<file path="config.mk">
export PLATFORM = sky130hd
export DESIGN_NAME = match_collector
export DESIGN_NICKNAME = d
export VERILOG_FILES = /design/src/rtl/match_collector.sv
export SDC_FILE = /design/constraint.sdc
export NUM_CORES = 1
export LEC_CHECK = 0
export CORE_MARGIN = 4
export CORE_UTILIZATION = 40
export CTS_BUF_LIST = sky130_fd_sc_hd__clkbuf_4
export DETAILED_ROUTE_END_ITERATION = 12
export HOLD_SLACK_MARGIN = 0.12
export SETUP_SLACK_MARGIN = 0.15
export SLEW_MARGIN = 40
export SYNTH_ARGS = -nofsm -noshare
export SYNTH_HDL_FRONTEND = slang
export SYNTH_SLANG_ARGS = --single-unit
</file>
<file path="constraint.sdc">
create_clock -name clk -period 3 [get_ports clk]
set_clock_uncertainty 0.15 [all_clocks]
set_input_delay 0.45 -clock clk [delete_from_list [all_inputs] [get_ports clk]]
set_output_delay 0.45 -clock clk [all_outputs]
set_load 0.01 [all_outputs]
</file>
<file path="src/rtl/match_collector.sv">
// Collects per-lane match windows from the PE array and serialises them into
// byte positions, one per handshake, in ascending lane order within each word.
module match_collector (
  input  logic        clk,
  input  logic        reset,
  input  logic        win_valid,
  input  logic [7:0]  win_in,
  input  logic        win_last,
  output logic        win_ready,
  output logic        match_valid,
  output logic [15:0] match_pos,
  output logic        match_last,
  input  logic        out_ready,
  output logic        done,
  output logic [15:0] match_count
);

  typedef enum logic [1:0] {
    IDLE  = 2'd0,
    DRAIN = 2'd1,
    DONE  = 2'd2
  } state_t;

  state_t      r_state;
  state_t      w_next_state;
  logic [7:0]  r_pending;
  logic        r_last_flag;
  logic [12:0] r_word_idx;
  logic [15:0] r_match_count;
  logic        r_new_stream;

  logic        w_accept;
  logic        w_take;
  logic [2:0]  w_lane;
  logic [7:0]  w_pending_rest;
  logic        w_one_left;

  // Lowest-set-bit encoder; scanning from the top lets the lowest lane win.
  always_comb begin
    w_lane = 3'd0;
    for (int k = 7; k >= 0; k--) begin
      if (r_pending[k]) begin
        w_lane = 3'(k);
      end
    end
  end

  assign w_pending_rest = r_pending & (r_pending - 8'd1);
  assign w_one_left     = (r_pending != 8'd0) && (w_pending_rest == 8'd0);

  assign win_ready   = (r_state == IDLE);
  assign match_valid = (r_state == DRAIN);
  assign done        = (r_state == DONE);
  assign match_pos   = match_valid ? {r_word_idx, w_lane} : 16'h0000;
  assign match_last  = match_valid && r_last_flag && w_one_left;
  assign match_count = r_match_count;

  assign w_accept = win_valid && win_ready;
  assign w_take   = match_valid && out_ready;

  always_comb begin
    w_next_state = r_state;
    case (r_state)
      IDLE: begin
        if (w_accept) begin
          if (win_in != 8'd0) begin
            w_next_state = DRAIN;
          end else if (win_last) begin
            w_next_state = DONE;
          end
        end
      end
      DRAIN: begin
        if (w_take && w_one_left) begin
          w_next_state = r_last_flag ? DONE : IDLE;
        end
      end
      DONE: begin
        w_next_state = IDLE;
      end
      default: begin
        w_next_state = IDLE;
      end
    endcase
  end

  // match_count survives the done pulse and is only cleared once the next stream starts.
  always_ff @(posedge clk or negedge reset) begin
    if (!reset) begin
      r_state       <= IDLE;
      r_pending     <= 8'd0;
      r_last_flag   <= 1'b0;
      r_word_idx    <= 13'd0;
      r_match_count <= 16'd0;
      r_new_stream  <= 1'b0;
    end else begin
      r_state <= w_next_state;
      case (r_state)
        IDLE: begin
          if (w_accept) begin
            if (r_new_stream) begin
              r_match_count <= 16'd0;
              r_new_stream  <= 1'b0;
            end
            if (win_in != 8'd0) begin
              r_pending   <= win_in;
              r_last_flag <= win_last;
            end else if (!win_last) begin
              r_word_idx <= r_word_idx + 13'd1;
            end
          end
        end
        DRAIN: begin
          if (w_take) begin
            r_pending <= w_pending_rest;
            if (r_match_count != 16'hFFFF) begin
              r_match_count <= r_match_count + 16'd1;
            end
            if (w_one_left) begin
              r_word_idx <= r_word_idx + 13'd1;
            end
          end
        end
        DONE: begin
          r_word_idx   <= 13'd0;
          r_new_stream <= 1'b1;
        end
        default: begin
          r_pending <= 8'd0;
        end
      endcase
    end
  end

endmodule
</file>
==> results by group, run 1 <==
Cells and area
  – Area Growth Syn to Fin: 32.3%
  – ANT cells: 0
  – Fillers: 580
  – Layout cells sized above 1: 0.141
  – Final Net Count: 362
  – Fin cells: 423

Routing
  – DRT antenna net count: 0
  – Initial DRC Count: 96
  – Vias/cell: 5.51
  – Post-Route WL: 6440 um
  – First drt pass iteration count: 4
  – Routed vias: 2331
  – DRC viols: 0
  – WL/cell: 15.2 um

Timing
  – Setup violators final: 0
  – WHS: 0.375 ns
  – TNS Setup: 0 ns
  – Final hold violations: 0
  – Worst slew pin tran: 0.660 ns
  – Min Tclk post-route: 2.70 ns
  – Max Clk Rate: 370 MHz
  – Worst rel slew slack: 0.559
  – Final period util: 0.901
  – RSZ-0062 raised after global routing: yes
  – Final Slew Violations: 0

Job
  – Maxcap violations: 0

Synth
  – Yosys top cell by area: dfrtp_1
  – Top-count cell post-synth: dfrtp_1
  – Avg Cell Area, Syn: 8.61 um2
  – Ranking of synthesized cells by area: dfrtp_1 (41%), nand2_1 (5.3%), a21oi_1 (4.5%), o21ai_0 (4.0%), and2_1 (3.8%)
  – Sequential fraction of the synthesis area: 0.415
  – Post-synth top cells: dfrtp_1 (41), nand2_1 (35), a21oi_1 (22)
  – Cells after synthesis: 287
  – Net Count, Synth: 302
  – Netlist cell types: 52
  – Synth warnings: 0
  – Primary FF master, synth: dfrtp_1
  – Area of the mapped netlist: 2470 um2
  – EDFF count, synth: 0
  – Synth async-reset ratio: 1.00
  – Yosys reg bits: 41
  – Synth top area share: 0.415

Floorplan
  – Core Box Area: 5960 um2
  – Cell row count: 28
  – I/O Pins: 49
  – Die Wd: 86.6 um
  – Die Span Y: 86.6 um
  – Initial Util: 0.415
  – Die area: 7500 um2

Global routing
  – GR Layer Usage met3: 0.0304
  – Global route overflow: 0
  – GR Util met1: 0.234
  – Initial antenna violation count: 0
  – Pin count of the biggest net entering global routing: 42
  – Global-route layer with the greatest usage: met2
  – Met2 Use GR: 0.280
  – First-pass GRT wire length: 10400 um
  – Vias in the first global route: 2194
  – Global-route total usage across every layer: 0.173

Placement
  – HPWL Detailed: 4470 um
  – Final Wtd Congestion: 0.848
  – Dpl cells: 405
  – Port bufs: 48

Clock tree
  – CTS clk-pin slew, worst paths: 0.15 ns
  – Clk sinks: 41
  – Clock Latency Late Sink: 0.36 ns
  – Total CTS buffers: 5
  – CTS tree: done
  – Root buffer cell: clkbuf_4
  – # H-tree levels: 2
  – CTS Buffer Depth: 2

Worst setup path
  – Setup CP Type: reg -> reg
  – Worst Path Buf+Inv: 2
  – CP startpoint kind: flip-flop
  – Cell family with most CP delay: compound AO/OA/AOI/OAI gates
  – CP Data Arrival Time: 2.81 ns
  – CP max-delay cell: a31oi_2
  – CP Max Fanout: 16
  – CP Cell Sequence: or4_4 > o21ai_2 > a22oi_2 > buf_4 > a31oi_2 > buf_4 > nor3_1 > a21o_1
  – CP max stage delay: 0.57 ns
  – Crit. End Element: flip-flop
  – Critical Path RT: 3.11 ns
  – Most frequent cell on the critical path: buf_4

Power
  – Max VDD drop: 0.000497 V
  – Leakage: 0.00138 uW
  – Power per cell area: 1010 nW/um2

Worst hold path
  – Hold crit path type: reg -> reg

Outcome
  – Status: complete, no violations
## power breakdown
part	switching (uW)	internal, uW
combinational	876	931
clock	207	262
sequential	274	747
## logic make-up (layout without fill, tap and decap cells)
kind of cell             Yosys count  in the layout  synth area share
AO/OA/AOI/OAI                     83             83             0.215
multiplexers                       4              4            0.0167
adder cells (fa/ha/maj)            2              2            0.0101
AND/OR/NAND/NOR                  126            126             0.269
flip-flops                        41             41             0.415
buffers and inverters             26             87            0.0567
XOR/XNOR                           5              5            0.0177
## area by class of cell
| type | instances | area (um2) | share of cell area |
|---|---|---|---|
| clock inverter | 3 | 68.8 | 0.0210 |
| tap | 75 | 93.8 | 0.0287 |
| clock buffer | 5 | 37.5 | 0.0115 |
| sequential | 41 | 1030 | 0.315 |
| inverter | 10 | 55.1 | 0.0168 |
| multi-input combinational | 220 | 1340 | 0.408 |
| timing repair buffer | 69 | 649 | 0.199 |
## layout by cell type, fill, tap and decap left out, drive strengths merged, types with 4 or more instances in the layout
cell / n
a21oi: 22
dfrtp: 41
a31oi: 6
inv: 9
clkbuf: 6
nor3: 10
a22o: 4
clkdlybuf4s50: 45
buf: 20
o21ai: 28
nor2: 19
or3: 11
nand2: 35
a21o: 4
nand3: 7
and2: 15
and3: 9
or4: 6
## worst min-delay path, cell delays in order, from the launching register on
cell     delay, ns
dfrtp_1       0.39
nand2_1       0.05
nand2_1       0.06
## routing by layer
metal	routed length, um	vias up
met3	304	11
li1	-	1166
met1	3020	1100
met5	0	-
met2	3020	54
met4	97	0
## per-stage QoR
stage                     area [um2]  worst slack [ns]  utilization  power [uW]
after floorplan                 2470             0.704            -        1990
after global placement          3040            0.0162        0.510        2660
after detailed placement        3040          -0.00427        0.511        2670
after CTS                       3210           -0.0227        0.539        3210
after global routing            3270             0.113        0.549        3550
final                           3270             0.296        0.549        3300
## registers in the layout, summed over array words and instances, names as in the netlist
signal	count
match_count	16
r_last_flag	1
r_new_stream	1
r_pending	8
r_state	2
r_word_idx	13
## path summary, 6_finish.rpt
| check | from | end | slack [ns] | cells after the start |
|---|---|---|---|---|
| worst max-delay path | r_pending[2]$_DFFE_PN0P_ | r_word_idx[0]$_DFFE_PN0P_ | 0.30 | 8 |
| worst min-delay path | r_new_stream$_DFFE_PN0P_ | r_new_stream$_DFFE_PN0P_ | 0.37 | 2 |
| worst max register to register | r_pending[2]$_DFFE_PN0P_ | r_word_idx[0]$_DFFE_PN0P_ | 0.30 | 8 |
| worst min register to register | r_new_stream$_DFFE_PN0P_ | r_new_stream$_DFFE_PN0P_ | 0.37 | 2 |
| max in group asynchronous | reset | r_pending[2]$_DFFE_PN0P_ | 1.82 | 2 |
| min in group asynchronous | reset | match_count[5]$_DFFE_PN0P_ | 0.44 | 2 |
## what timing repair did
item	CTS	global route
buffers inserted	3	6
gates resized for setup	9	4
pin swaps	1	1
hold buffers	1	0
endpoints found under the setup margin	3	2
endpoints found under the hold margin	41	0
No activity file was read; power rests on OpenSTA's default activity.
==> inputs of run 2 (changes only) <==
--- a/config.mk
+++ b/config.mk
@@ -5,7 +5,6 @@
 export SDC_FILE = /design/constraint.sdc
 export NUM_CORES = 1
 export LEC_CHECK = 0
-export CORE_MARGIN = 4
 export CORE_UTILIZATION = 40
 export CTS_BUF_LIST = sky130_fd_sc_hd__clkbuf_4
 export DETAILED_ROUTE_END_ITERATION = 12
==> results by group, run 2 (synthesis gave the netlist of run 1 again) <==
Floorplan
  – Die area: 6500 um2 (-13%)
  – Cell row count: 28 (unchanged)
  – Core Box Area: 5960 um2 (unchanged)
  – Die Span Y: 80.6 um (-6.9%)
  – Initial Util: 0.415 (unchanged)
  – Die Wd: 80.6 um (-6.9%)
  – I/O Pins: 49 (unchanged)

Worst setup path
  – R2R cell count: 9 (+1)
  – R2R Path Start: r_pending[2]$_DFFE_PN0P_
  – Critical Path RT: 2.40 ns (-0.71 ns)
  – CP Max Fanout: 13 (-3)
  – CP startpoint kind: flip-flop
  – Flop2flop setup slack: 0.39 ns (+0.09 ns)
  – CP Cell Sequence: buf_4 > inv_1 > nand2_1 > inv_1 > clkdlybuf4s50_1
  – CP max-delay cell: clkdlybuf4s50_1
  – Setup CP Type: reg -> out
  – CP Data Arrival Time: 2.07 ns (-0.74 ns)
  – Crit. End Element: output pin
  – CP max stage delay: 0.54 ns (-0.03 ns)
  – Most frequent cell on the critical path: inv_1
  – Reg2reg end: r_word_idx[0]$_DFFE_PN0P_

Worst hold path
  – Hold EP: r_last_flag$_DFFE_PN0P_
  – WHS Path Cells: 1 (-1)
  – Hold crit path type: reg -> reg
  – HP Start: r_last_flag$_DFFE_PN0P_

Timing
  – TNS Setup: 0 ns (unchanged)
  – Min Tclk post-route: 2.67 ns (-0.0369 ns)
  – WHS: 0.345 ns (-0.0299 ns)
  – Setup violators final: 0 (unchanged)
  – RSZ-0062 raised after global routing: no
  – Worst rel slew slack: 0.571 (+0.0125)
  – Final Slew Violations: 0 (unchanged)
  – Max Clk Rate: 375 MHz (+1.4%)
  – Worst slew pin tran: 0.642 ns (-0.0183 ns)
  – Final hold violations: 0 (unchanged)
  – Final period util: 0.889 (-0.0123)

Power
  – Max VDD drop: 0.000529 V (+6.6%)
  – Power per cell area: 968 nW/um2 (-3.9%)
  – Leakage: 0.00135 uW (-1.6%)

Placement
  – Final Wtd Congestion: 0.940 (+11%)
  – Dpl cells: 406 (+0.25%)
  – Port bufs: 48 (unchanged)
  – HPWL Detailed: 4320 um (-3.4%)

Routing
  – Routed vias: 2306 (-1.1%)
  – Initial DRC Count: 93 (-3.1%)
  – Vias/cell: 5.45 (-1.1%)
  – WL/cell: 14.9 um (-2.3%)
  – Post-Route WL: 6300 um (-2.3%)
  – First drt pass iteration count: 4 (unchanged)
  – DRT antenna net count: 0 (unchanged)
  – DRC viols: 0 (unchanged)

Global routing
  – Global route overflow: 0 (unchanged)
  – Initial antenna violation count: 0 (unchanged)
  – Vias in the first global route: 2206 (+0.55%)
  – Pin count of the biggest net entering global routing: 42 (unchanged)
  – First-pass GRT wire length: 10600 um (+1.5%)
  – Global-route total usage across every layer: 0.213 (+0.0397)

Job
  – Maxcap violations: 0 (unchanged)

Cells and area
  – Area Growth Syn to Fin: 29.7%
  – Fin cells: 423 (unchanged)
  – Most frequent cells in the layout: clkdlybuf4s50_1 (45), dfrtp_1 (37), nand2_1 (35)
  – ANT cells: 0 (unchanged)
  – Largest register FFs: 16 (unchanged)
  – Fillers: 595 (+2.6%)
  – Layout cells sized above 1: 0.135 (-0.00575)
  – Most common cell after layout, fill and taps aside: clkdlybuf4s50_1
  – Final Net Count: 362 (unchanged)

Clock tree
  – CTS Buffer Depth: 2 (unchanged)
  – Clk sinks: 41 (unchanged)
  – # H-tree levels: 2 (unchanged)
  – Root buffer cell: clkbuf_4
  – CTS tree: done
  – Clock Latency Late Sink: 0.36 ns (about the same)
  – Total CTS buffers: 5 (unchanged)
  – CTS clk-pin slew, worst paths: 0.13 ns (-0.02 ns)

Outcome
  – Status: complete, no violations
-- run 2: cell types whose count changed in the layout (fill, tap and decap cells not counted), sizes merged --
cell and change:
clkinv +3, bufinv -2, buf +1, clkbuf -1
clkinvlp -1
-- run 2: through the flow --
| step | utilization | cell area (um2) | setup slack, ns | total power, uW |
|---|---|---|---|---|
| final | 0.538 | 3210 | 0.333 | 3110 |
| after detailed placement | 0.512 | 3050 | -0.00719 | 2670 |
| after floorplan | - | 2470 | 0.704 | 1990 |
| after CTS | 0.532 | 3170 | 0.0322 | 3060 |
| after global routing | 0.538 | 3210 | 0.212 | 3370 |
| after global placement | 0.511 | 3040 | 0.0238 | 2660 |
-- run 2: how the worst max path moves through the flow --
stage / slack, ns / depth (start not counted) / to / from
global route: 0.21 / 5 / match_pos[2] / r_state[1]$_DFFE_PN0P_
floorplan: 0.70 / 5 / r_word_idx[12]$_DFFE_PN0P_ / win_in[3]
CTS: 0.03 / 5 / match_last / r_pending[1]$_DFFE_PN0P_
global placement: 0.02 / 6 / r_word_idx[12]$_DFFE_PN0P_ / win_in[3]
detailed placement: -0.007 / 7 / r_word_idx[8]$_DFFE_PN0P_ / win_in[6]
finish: 0.33 / 5 / done / r_state[0]$_DFFE_PN0P_
-- run 2: layer usage --
layer	vias to the layer above	wire length, um	global-route usage
li1	1160	-	-
met1	1074	2990	0.279
met2	63	2890	0.341
met3	9	345	0.0432
met4	0	79	0.0821
met5	-	0	0
-- run 2: layout make-up --
class / count / area [um2] / area share
clock buffer: 5 / 37.5 / 0.0117
clock inverter: 3 / 17.5 / 0.00546
inverter: 10 / 51.3 / 0.0160
multi-input combinational: 220 / 1340 / 0.418
sequential: 41 / 1030 / 0.321
tap: 75 / 93.8 / 0.0293
timing repair buffer: 69 / 636 / 0.198
-- run 2: timing repair --
action	in CTS	in global routing
buffers inserted	7	1
hold endpoints to repair	41	0
endpoints found under the setup margin	2	4
pin swaps	2	2
gates resized for setup	6	5
hold buffers	1	0
-- run 2: where the power goes --
group	internal [uW]	total [uW]	switching (uW)
registers	747	1020	270
clock network	89.1	288	199
logic	922	1800	878
-- run 2: worst max-delay path, delay by kind of cell (launching register included) --
kind / cells / cell delay, ns
simple gates: 1 / 0.21
flops: 1 / 0.44
buf+inv: 4 / 1.07
==> inputs of run 3 (changes only) <==
--- a/config.mk
+++ b/config.mk
@@ -7,7 +7,9 @@
 export LEC_CHECK = 0
 export CORE_UTILIZATION = 40
 export CTS_BUF_LIST = sky130_fd_sc_hd__clkbuf_4
+export CTS_CLUSTER_SIZE = 10
 export DETAILED_ROUTE_END_ITERATION = 12
+export GPL_TIMING_DRIVEN = 0
 export HOLD_SLACK_MARGIN = 0.12
 export SETUP_SLACK_MARGIN = 0.15
 export SLEW_MARGIN = 40
==> constraint.sdc (replaced) <==
create_clock -name clk -period 2.5 [get_ports clk]
set_clock_uncertainty 0.15 [all_clocks]
set_input_delay 0.375 -clock clk [delete_from_list [all_inputs] [get_ports clk]]
set_output_delay 0.375 -clock clk [all_outputs]
set_load 0.01 [all_outputs]
==> results by group, run 3 (synthesis gave the netlist of run 1 again) <==
Worst setup path
  – CP max-delay cell: or4_4
  – CP Max Fanout: 6 (-7)
  – CP max stage delay: 0.51 ns (-0.03 ns)
  – Critical Path Start: r_pending[3]$_DFFE_PN0P_
  – CP startpoint kind: flip-flop
  – Crit. End Element: output pin
  – Most frequent cell on the critical path: buf_6
  – CP Cell Sequence: buf_6 > or4_4 > o21ai_2 > a22oi_2 > and3_4 > buf_6
  – Critical Path RT: 1.98 ns (-0.42 ns)
  – R2R Path Start: r_pending[4]$_DFFE_PN0P_
  – Setup CP Type: reg -> out
  – CP Data Arrival Time: 1.91 ns (-0.16 ns)

Cells and area
  – Most common cell after layout, fill and taps aside: dfrtp_1
  – Most frequent cells in the layout: dfrtp_1 (38), nand2_1 (34), clkdlybuf4s50_1 (24)
  – ANT cells: 0 (unchanged)
  – Largest register FFs: 16 (unchanged)
  – Layout cells sized above 1: 0.206 (+0.0705)
  – Final Net Count: 374 (+3.3%)
  – Area Growth Syn to Fin: 37.0%
  – Final instance area: 3390 um2 (+5.6%)

Routing
  – First drt pass iteration count: 4 (unchanged)
  – DRC viols: 0 (unchanged)
  – Initial DRC Count: 91 (-2.2%)
  – Routed vias: 2429 (+5.3%)
  – Post-Route WL: 6820 um (+8.4%)
  – DRT antenna net count: 0 (unchanged)
  – Vias/cell: 5.58 (+2.4%)
  – WL/cell: 15.7 um (+5.4%)

Floorplan
  – Initial Util: 0.415 (unchanged)
  – Core Box Area: 5960 um2 (unchanged)
  – I/O Pins: 49 (unchanged)
  – Cell row count: 28 (unchanged)
  – Die area: 6500 um2 (unchanged)
  – Die Wd: 80.6 um (unchanged)
  – Die Span Y: 80.6 um (unchanged)

Global routing
  – Global route overflow: 0 (unchanged)
  – Initial antenna violation count: 0 (unchanged)
  – Global-route total usage across every layer: 0.232 (+0.0191)
  – Vias in the first global route: 2328 (+5.5%)
  – First-pass GRT wire length: 11500 um (+8.8%)
  – Pin count of the biggest net entering global routing: 29 (-31%)

Timing
  – Final Slew Violations: 0 (unchanged)
  – Worst slew pin tran: 0.516 ns (-0.126 ns)
  – Max Clk Rate: 410 MHz
  – Setup violators final: 0 (unchanged)
  – Worst rel slew slack: 0.656 (+0.0850)
  – Min Tclk post-route: 2.44 ns
  – RSZ-0062 raised after global routing: yes
  – Fin worst setup slack: 0.0602 ns (-0.273 ns)
  – Final period util: 0.976
  – TNS Setup: 0 ns (unchanged)
  – Final hold violations: 0 (unchanged)

Outcome
  – Status: complete, no violations

Placement
  – Dpl ws: -0.358 ns (-0.351 ns)
  – Port bufs: 48 (unchanged)
  – HPWL Detailed: 4530 um (+5.0%)
  – Final Wtd Congestion: 0.900 (-4.3%)
  – Placed Area: 3060 um2 (+0.41%)

Clock tree
  – Clk sinks: 41 (unchanged)
  – # H-tree levels: 2 (unchanged)
  – CTS tree: done
  – Root buffer cell: clkbuf_4
  – CTS clk-pin slew, worst paths: 0.13 ns (about the same)
  – CTS Buffer Depth: 2 (unchanged)
  – Total CTS buffers: 5 (unchanged)
  – Clock Latency Late Sink: 0.35 ns (about the same)

Power
  – Tot Pwr: 3970 uW (+28%)
  – Leakage: 0.00149 uW (+10%)
  – Power per cell area: 1170 nW/um2 (+21%)
  – Max VDD drop: 0.000673 V (+27%)

Job
  – Maxcap violations: 0 (unchanged)

Worst hold path
  – Hold crit path type: in -> async
==> run 3: cell type report <==
type	instances	area, um2
Buffer	16	123
Clock buffer	5	37.5
Clock inverter	3	17.5
Fill cell	569	2570
Inverter	10	50.0
Multi-Input combinational cell	221	1430
Sequential cell	41	1030
Tap cell	75	93.8
Timing Repair Buffer	64	603
==> run 3: path summary, 6_finish.rpt <==
check / to / slack [ns] / cells past startpoint
min reg2reg: r_last_flag$_DFFE_PN0P_ / 0.36 / 1
max reg2reg: r_word_idx[10]$_DFFE_PN0P_ / 0.10 / 8
min in group clk: r_pending[5]$_DFFE_PN0P_ / 0.25 / 2
max: match_last / 0.06 / 6
min: match_count[5]$_DFFE_PN0P_ / 0.25 / 2
max in group asynchronous: r_state[0]$_DFFE_PN0P_ / 1.52 / 3
==> run 3: power breakdown <==
group	switching (uW)	leakage, uW	internal, uW	total, uW
Combinational	1300	0.000938	1180	2470
Sequential	258	0.000523	895	1150
Clock	235	0.0000326	107	342
==> run 3: repair_timing <==
action                                 in CTS  in global routing
setup endpoints to repair                  41                 27
gates resized for setup                    81                 14
hold buffers                                1                  0
buffers inserted                            8                  4
pin swaps                                  31                  4
gates cloned                                3                  0
endpoints found under the hold margin      41                  0
==> run 3: routing by layer <==
layer,vias up,wire length (um),global-route usage
met5,-,0,0
met4,0,114,0.0643
met3,13,256,0.0375
met2,63,3180,0.371
met1,1171,3270,0.321
li1,1182,-,-
==> run 3: critical path, delay by kind of cell, from the launching register on <==
family | cells | cell delay (ns)
DFF | 1 | 0.40
buffers and inverters | 2 | 0.24
and+or+nand+nor | 2 | 0.68
AOI/OAI and AO/OA | 2 | 0.24
==> run 3: metrics by stage <==
stage | std cells | hold slack, ns | utilization
2_1_floorplan | 287 | -0.0706 | -
3_3_place_gp | 410 | 0.313 | 0.512
3_5_place_dp | 411 | 0.0995 | 0.514
4_1_cts | 431 | 0.240 | 0.560
5_1_grt | 435 | 0.256 | 0.569
6_report | 435 | 0.251 | 0.569
